--- src/rtl/biu_constants_pkg.sv ---
// Shared bus-interface constants: access size encoding and the data-memory arbiter state type.
package biu_constants_pkg;

    typedef enum logic [2:0] {
        BYTE  = 3'd0,
        HWORD = 3'd1,
        WORD  = 3'd2,
        DWORD = 3'd3,
        QWORD = 3'd4
    } biu_size_t;

    typedef enum logic [1:0] {
        IDLE  = 2'd0,
        BUSY  = 2'd1,
        DRAIN = 2'd2
    } arb_state_t;

endpackage

--- src/rtl/riscv_dmem_arb_sel.sv ---
// Grant selection for the data-memory arbiter: fixed priority p0 > p1 with a starvation
// counter, or round-robin when RISCV_DMEM_ARB_RR_EN is defined.
module riscv_dmem_arb_sel #(
    parameter int HOLD_MAX = 15
) (
    input  logic clk,
    input  logic rstn,
    input  logic p0_req,
    input  logic p1_req,
    input  logic grant_en,
    output logic gnt_p0,
    output logic gnt_p1
);

    logic pick_p1;

`ifdef RISCV_DMEM_ARB_RR_EN
    logic last_p0;

    always_comb begin
        pick_p1 = p1_req & (~p0_req | last_p0);
    end

    always_ff @(posedge clk or negedge rstn) begin
        if (!rstn) begin
            last_p0 <= 1'b0;
        end else if (gnt_p0 | gnt_p1) begin
            last_p0 <= gnt_p0;
        end
    end
`else
    localparam int CW = (HOLD_MAX < 1) ? 1 : $clog2(HOLD_MAX + 1);

    logic [CW-1:0] hold_cnt;
    logic          hold_hit;

    // p1 wins a simultaneous request once p0 has had HOLD_MAX grants in a row over it
    always_comb begin
        hold_hit = (hold_cnt >= CW'(HOLD_MAX));
        pick_p1  = p1_req & (~p0_req | hold_hit);
    end

    always_ff @(posedge clk or negedge rstn) begin
        if (!rstn) begin
            hold_cnt <= '0;
        end else if (!p1_req || gnt_p1) begin
            hold_cnt <= '0;
        end else if (gnt_p0 && !hold_hit) begin
            hold_cnt <= hold_cnt + 1'b1;
        end
    end
`endif

    assign gnt_p1 = grant_en & pick_p1;
    assign gnt_p0 = grant_en & p0_req & ~pick_p1;

endmodule

--- src/rtl/riscv_dmem_arb.sv ---
// Two-port data-memory arbiter (LSU port 0, debug port 1) with one outstanding access.
// Round-robin arbitration is selected by defining RISCV_DMEM_ARB_RR_EN.
//
//  state | meaning
//  IDLE  | no access outstanding; a grant may be made
//  BUSY  | access outstanding; response goes to the granted port
//  DRAIN | access outstanding after flush; response is discarded
module riscv_dmem_arb
    import biu_constants_pkg::*;
#(
    parameter int XLEN     = 32,
    parameter int HOLD_MAX = 15
) (
    input  logic            clk,
    input  logic            rstn,
    input  logic            flush,

    input  logic            p0_req,
    input  logic            p0_we,
    input  logic [XLEN-1:0] p0_adr,
    input  logic [XLEN-1:0] p0_d,
    input  biu_size_t       p0_size,
    output logic            p0_ack,
    output logic [XLEN-1:0] p0_q,
    output logic            p0_misaligned,
    output logic            p0_page_fault,

    input  logic            p1_req,
    input  logic            p1_we,
    input  logic [XLEN-1:0] p1_adr,
    input  logic [XLEN-1:0] p1_d,
    input  biu_size_t       p1_size,
    output logic            p1_ack,
    output logic [XLEN-1:0] p1_q,
    output logic            p1_misaligned,
    output logic            p1_page_fault,

    output logic            dmem_req,
    output logic            dmem_we,
    output logic [XLEN-1:0] dmem_adr,
    output logic [XLEN-1:0] dmem_d,
    output biu_size_t       dmem_size,
    input  logic            dmem_ack,
    input  logic [XLEN-1:0] dmem_q,
    input  logic            dmem_misaligned,
    input  logic            dmem_page_fault,

    output logic            busy
);

    arb_state_t      state_q, state_d;
    logic            grant_en, gnt_p0, gnt_p1;
    logic            sel_p1_q;
    logic            we_q;
    logic [XLEN-1:0] adr_q, d_q;
    biu_size_t       size_q;
    logic            resp_p0, resp_p1, deliver;

    assign grant_en = (state_q == IDLE) & ~flush;

    riscv_dmem_arb_sel #(.HOLD_MAX(HOLD_MAX)) u_sel (
        .clk      (clk),
        .rstn     (rstn),
        .p0_req   (p0_req),
        .p1_req   (p1_req),
        .grant_en (grant_en),
        .gnt_p0   (gnt_p0),
        .gnt_p1   (gnt_p1)
    );

    always_ff @(posedge clk or negedge rstn) begin
        if (!rstn) state_q <= IDLE;
        else       state_q <= state_d;
    end

    always_comb begin
        state_d = state_q;
        case (state_q)
            IDLE:    if (gnt_p0 | gnt_p1) state_d = BUSY;
            BUSY:    if (dmem_ack)        state_d = IDLE;
                     else if (flush)      state_d = DRAIN;
            DRAIN:   if (dmem_ack)        state_d = IDLE;
            default:                      state_d = IDLE;
        endcase
    end

    always_ff @(posedge clk or negedge rstn) begin
        if (!rstn) begin
            sel_p1_q <= 1'b0;
            we_q     <= 1'b0;
            adr_q    <= '0;
            d_q      <= '0;
            size_q   <= BYTE;
        end else if (gnt_p0 | gnt_p1) begin
            sel_p1_q <= gnt_p1;
            we_q     <= gnt_p1 ? p1_we   : p0_we;
            adr_q    <= gnt_p1 ? p1_adr  : p0_adr;
            d_q      <= gnt_p1 ? p1_d    : p0_d;
            size_q   <= gnt_p1 ? p1_size : p0_size;
        end
    end

    // A flush coinciding with the ack still retires the access but withholds the strobe
    always_comb begin
        resp_p0       = (state_q == BUSY) & ~sel_p1_q;
        resp_p1       = (state_q == BUSY) &  sel_p1_q;
        deliver       = dmem_ack & ~flush;
        dmem_req      = (state_q != IDLE);
        busy          = (state_q != IDLE);
        dmem_we       = we_q;
        dmem_adr      = adr_q;
        dmem_d        = d_q;
        dmem_size     = size_q;
        p0_ack        = resp_p0 & deliver;
        p1_ack        = resp_p1 & deliver;
        p0_q          = resp_p0 ? dmem_q : '0;
        p1_q          = resp_p1 ? dmem_q : '0;
        p0_misaligned = resp_p0 & dmem_misaligned;
        p1_misaligned = resp_p1 & dmem_misaligned;
        p0_page_fault = resp_p0 & dmem_page_fault;
        p1_page_fault = resp_p1 & dmem_page_fault;
    end

endmodule

--- config.mk ---
export PLATFORM = sky130hd
export DESIGN_NAME = riscv_dmem_arb
export DESIGN_NICKNAME = d
export VERILOG_FILES = /design/src/rtl/biu_constants_pkg.sv /design/src/rtl/riscv_dmem_arb_sel.sv /design/src/rtl/riscv_dmem_arb.sv
export SDC_FILE = /design/constraint.sdc
export NUM_CORES = 1
export LEC_CHECK = 0
export ABC_AREA = 1
export BUFFER_PORTS_ARGS = -buffer_cell sky130_fd_sc_hd__buf_2
export CORE_AREA = 5 5 120 122
export CTS_BUF_LIST = sky130_fd_sc_hd__clkbuf_2 sky130_fd_sc_hd__clkbuf_4 sky130_fd_sc_hd__clkbuf_8
export DETAILED_ROUTE_END_ITERATION = 10
export DIE_AREA = 0 0 125 127
export GPL_TIMING_DRIVEN = 0
export PLACE_DENSITY = 0.79
export SLEW_MARGIN = 25
export SYNTH_ARGS = -nofsm -noshare
export SYNTH_HDL_FRONTEND = slang
export SYNTH_SLANG_ARGS = --single-unit
export TNS_END_PERCENT = 100
--- constraint.sdc ---
create_clock -name clk -period 1.59 [get_ports clk]
set_input_delay 0.0795 -clock clk [delete_from_list [all_inputs] [get_ports clk]]
set_output_delay 0.0795 -clock clk [all_outputs]
set_load 0.01 [all_outputs]
======== After elaboration in Yosys (flattened, before gate mapping) ========
Cells that the tools add are included.
word-level totals
  register bits ........................... 75
  bits of input ports ..................... 176
  output and inout bits ................... 140
  word-level logic and storage cells ...... 55
operators by class
  add/subtract/negate cells ............... 1
  $lt $le $gt $ge ......................... 1
  equality and inequality tests ........... 5
  muxes and demuxes ....................... 13
  bitwise logic cells ..................... 20
  reductions and logical operators ........ 8
operators with widths
  operator                                              number
  two-way mux 32 bit                                    4
  AND 1 bit                                             14
  two-way mux 2 bit                                     4
  two-way mux 4 bit                                     2
  case mux 2 bit (3 select lines)                       1
  adder 4 x 1 -> 4 bit (second input constant)          1
  >= comparator 4 bit (second input constant)           1
  inverter 1 bit                                        4
  nonzero test 2 bit                                    2
  two-way mux 3 bit                                     1
  != test 3 bit (second input constant)                 1
  AND reduction 3 bit                                   1
  equality test 2 x 1 -> 1 bit (second input constant)  1
  equality test 2 bit (second input constant)           1
  logical NOT 1 bit                                     2
  logical NOT 2 bit                                     1
  != test 2 x 1 -> 1 bit (second input constant)        1
  != test 2 bit (second input constant)                 1
  OR 1 bit                                              2
  logical AND 1 bit                                     1
  logical OR 1 bit                                      1
  two-way mux 1 bit                                     1

======== Logic depth before layout (Yosys ltp) ========
  depth in word-level cells ............... 8
  mapped depth ............................ 9
  gate-level depth less buffers ........... 7

======== By module ========
A second synthesis with hierarchy kept.
second synthesis, totals
  cells, all modules ...................... 538
  area total of the unflattened synthesis .. 3,917.5 sq um
modules (own cells, without submodules)
  module              times used  cells an instance  area an instance (sq um)  seq. area each (sq um)
  riscv_dmem_arb      1           506                3,681.0                   1,776.7
  riscv_dmem_arb_sel  1           32                 236.5                     100.1

======== Worst setup path after synthesis ========
No wires, ideal clock.
  kind .................................... register to register
  from .................................... reg u_sel.hold_cnt[0]
  to ...................................... reg adr_q[23], in the netlist dmem_adr[23]
  setup time .............................. 0.116 ns
  arrival ................................. 1.354 ns
  data required time ...................... 1.474 ns
  slack ................................... 0.120 ns
  cell stages (with the launch flop) ...... 9
  buffers on the path ..................... 2
  period minus slack after synthesis ...... 1.470 ns
  cell sequence ........................... dfrtp_1 ha_1 nand3_1 nand2_2 buf_2 buf_2 nand3b_1 nand2_1 nand2_1
between the ends
  word-level cells in the longest chain between the ends .. 6
  elaborated cells on any way between the ends .. 8
  those cells by class .................... order compare (1); mux (1); bitwise (6)
ends and longest elaborated chain
  what                     line                      RTL
  from (decl)              riscv_dmem_arb_sel.sv:34  logic [CW-1:0] hold_cnt;
  from (signal assigned)   riscv_dmem_arb_sel.sv:49  hold_cnt <= hold_cnt + 1'b1;
  >= comparator 4 bit (*)  riscv_dmem_arb_sel.sv:39  hold_hit = (hold_cnt >= CW'(HOLD_MAX));
  OR 1 bit (*)             riscv_dmem_arb_sel.sv:40  pick_p1 = p1_req & (~p0_req | hold_hit);
  AND 1 bit (*)            riscv_dmem_arb_sel.sv:40
  inverter 1 bit           riscv_dmem_arb_sel.sv:55  assign gnt_p0 = grant_en & p0_req & ~pick_p1;
  AND 1 bit                riscv_dmem_arb_sel.sv:55
  OR 1 bit                 riscv_dmem_arb.sv:94      end else if (gnt_p0 | gnt_p1) begin
  to (signal assigned)     riscv_dmem_arb.sv:97      adr_q <= gnt_p1 ? p1_adr : p0_adr;
  to (decl)                riscv_dmem_arb.sv:55      logic [XLEN-1:0] adr_q, d_q;
Mark *: on every way between the ends. The rest lies on a longest branch, timed or not.
A chain may end at the register's enable or synchronous reset.

======== Worst setup path in the final report ========
  from .................................... reg state_q[1]
  to ...................................... out p0_q[20]
between the ends
  word-level cells in the longest chain between the ends .. 3
ends and longest elaborated chain
  what                          line                   RTL
  from (decl)                   riscv_dmem_arb.sv:51   arb_state_t state_q, state_d;
  from (signal assigned)        riscv_dmem_arb.sv:73   else state_q <= state_d;
  equality test 2 x 1 -> 1 bit  riscv_dmem_arb.sv:105  resp_p0 = (state_q == BUSY) & ~sel_p1_q;
  AND 1 bit                     riscv_dmem_arb.sv:105
  two-way mux 32 bit            riscv_dmem_arb.sv:116  p0_q = resp_p0 ? dmem_q : '0;
  to (decl)                     riscv_dmem_arb.sv:24   output logic [XLEN-1:0] p0_q,
No other way between the ends.

==> run metrics <==
status finished with violations; failing checks setup timing; Routed wire per std cell 16.83 um; Slew @ Worst Pin 0.4893 ns; fin nets 1,248; first-pass GRT wire length 28.80 mm; DR vias 5,926; CP delay by family, top buffers and inverters; worst endpoint data arrival time 1.64 ns; CP endpoint kind output pin; YS warnings 0; synth top area cells dfrtp_1 41%, nand2_1 18%, nand3b_1 11%; crit-path cells nor2_4, buf_12, nand2_8, buf_8, nor2_1, buf_2; total of max-cap violations 0; fmax 580.9 MHz; gpl congestion 1.005; crit start category flop; CTS Sinks 75; Fillers 1,068; Die W 125 um; Seq cells post-synth 75; ratio of cells with drive above 1 in the final layout 47.96%; # IOs 316; max incr delay on CP 0.45 ns; clock slew at reported path FFs 0.08 ns; Critical Path Slowest Stage Cell dfrtp_2; Max FO, Critical Path 5; site row count 42; Detail Placement HPWL 14.41 mm; Post-DRT Antenna Nets 0; crit path time final 1.721 ns; Die Y 127 um; GRT Overall Usage 22.82%; setup TNS -5.460 ns; final setup fails 105; Pwr Total 8.613 mW; DRC 0; CTS max path bufs 2; post-synth top area share 40.73%; clk_lat worst skew 0.35 ns; drt pass-1 iters 4; Area Overhead vs Synth 85.09%; die area 0.01588 mm2; Hold/Removal Path Class input port to flop; CTS tree yes; CTS buffer count 9; I/O Buffers 315; final count of pins violating max slew 0; DR vias/cell 4.729; Netlist cell types 25; Post-Syn Area 0.004608 mm2; worst setup margin -0.1314 ns; cells after synthesis 677; pin count of the biggest net entering global routing 42; dpl ws -0.3503 ns; required time of the critical path 1.51 ns; cell area power density 1010 mW/mm2; Buffers & Inverters on Critical Path 3; post-synthesis average cell area 6.807 um2; Max H-tree Level 3; hold_ws 0.01226 ns; async set-or-reset flop fraction in the synthesized netlist 100.0%; leakage 4.782 nW; dominant cell type by area after synthesis dfrtp_1; Routed WL 21.09 mm; EDFF count, synth 0; register area share after synthesis 40.73%; antenna violations before repair 0; Peak supply drop 0.5302 mV; Final Hold Fails 0; Fin Clk Skew 0.008180 ns; Core Util, Final 65.18%; Core Area 0.01309 mm2; relative slew slack 67.38%; initial DRC count 253; RSZ-0062 raised after global routing yes; Tcrit/Tclk final 108.3%; total gr overflow 0; top_reg_cell synth dfrtp_1; Initial Util 35.22%; Net Count, Synth 854; Setup CP Type flop to output pin; CTS root buffer clkbuf_8; number of global-route vias before repair 5,508
final timing paths:
path                            startpoint  cells after the start           end  slack (ns)
worst max-delay path            state_q[1]                      6      p0_q[20]       -0.13
worst min-delay path            p1_size[1]                      4  dmem_size[1]        0.01
worst max register to register  state_q[0]                      9     dmem_d[5]       -0.05
worst min register to register  dmem_d[27]                      2    dmem_d[27]        0.47
max in group asynchronous             rstn                      3     dmem_d[0]        0.76
min in group asynchronous             rstn                      2  dmem_adr[15]        0.24
registers in the layout, summed over array words and instances, names as in the netlist:
| name | count |
|---|---|
| dmem_d | 32 |
| dmem_size | 3 |
| u_sel.hold_cnt | 4 |
| dmem_adr | 32 |
| dmem_we | 1 |
| state_q | 2 |
| sel_p1_q | 1 |
layout make-up:
cell class	instances	area (um2)	area share, %
clock buffer	9	123.9	1.452
tap	176	220.2	2.582
antenna	1	2.502	0.02934
multi-input combinational	447	2623	30.75
inverter	114	432.9	5.076
clock inverter	7	116.4	1.364
sequential	75	1878	22.02
timing repair buffer	384	2698	31.63
buffer	40	435.4	5.105
placed cells by master (no fill, tap or decap), drive strengths merged:
cell type / n
nand2: 219
nand3: 5
clkbuf: 27
dfrtp: 75
diode: 1
ha: 1
buf: 378
nand3b: 68
a21oi: 5
nand4: 1
clkinvlp: 1
clkinv: 3
o21ai: 69
nor3: 2
bufinv: 3
dlygate4sd3: 27
o31ai: 1
inv: 114
bufbuf: 1
nor2: 76
routing by layer:
| layer | vias to the layer above | wire length, um | track usage [%] | share of wire (%) |
|---|---|---|---|---|
| li1 | 2846 | - | - | - |
| met1 | 2758 | 7655 | 24.65 | 36 |
| met2 | 273 | 11140 | 41.73 | 53 |
| met3 | 49 | 1447 | 5.676 | 6.9 |
| met4 | 0 | 845 | 11.16 | 4.0 |
| met5 | - | 0 | 0 | 0 |
metrics by stage:
| step | instances | cell area [um2] |
|---|---|---|
| after floorplan | 677 | 4608 |
| after global placement | 1168 | 6405 |
| after detailed placement | 1169 | 6435 |
| after CTS | 1236 | 7615 |
| after global routing | 1252 | 8527 |
| final | 1253 | 8529 |
Yosys cell counts (2+ instances only):
| cell | n |
|---|---|
| nor2_1 | 72 |
| nand3_1 | 4 |
| o21ai_1 | 10 |
| nor3_1 | 2 |
| o21ai_0 | 59 |
| buf_4 | 6 |
| clkbuf_1 | 20 |
| buf_1 | 5 |
| nand3b_1 | 68 |
| dfrtp_1 | 75 |
| buf_6 | 2 |
| a21oi_1 | 5 |
| inv_1 | 113 |
| nand2_1 | 215 |
| nor2_4 | 2 |
| nand2_2 | 2 |
| buf_2 | 9 |
what timing repair did:
action	in CTS	in global routing
hold buffers	27	0
cloned	8	7
buffers inserted	17	11
endpoints found under the hold margin	60	0
pin swaps	29	30
endpoints found under the setup margin	142	142
gates resized for setup	134	193
kinds of logic after synthesis:
kind of cell    after synthesis  synth area share, %
compound gates               75                8.200
fa+ha+maj                     1               0.2715
buf+inv                     156                13.77
flops                        75                40.73
simple gates                370                37.04
power breakdown:
group	internal (mW)	switching, mW	total [mW]
clock	1.04	0.752	1.79
combinational	1.86	2.16	4.02
sequential	2.47	0.330	2.80
total	5.37	3.25	8.61
worst register-to-register path: cells and delay by family (launching register included):
kind	cells	cell delay, ns
simple gates	6	0.69
buf+inv	2	0.41
flops	1	0.41
compound gates	1	0.06
Power figures use the tool's default switching activity.
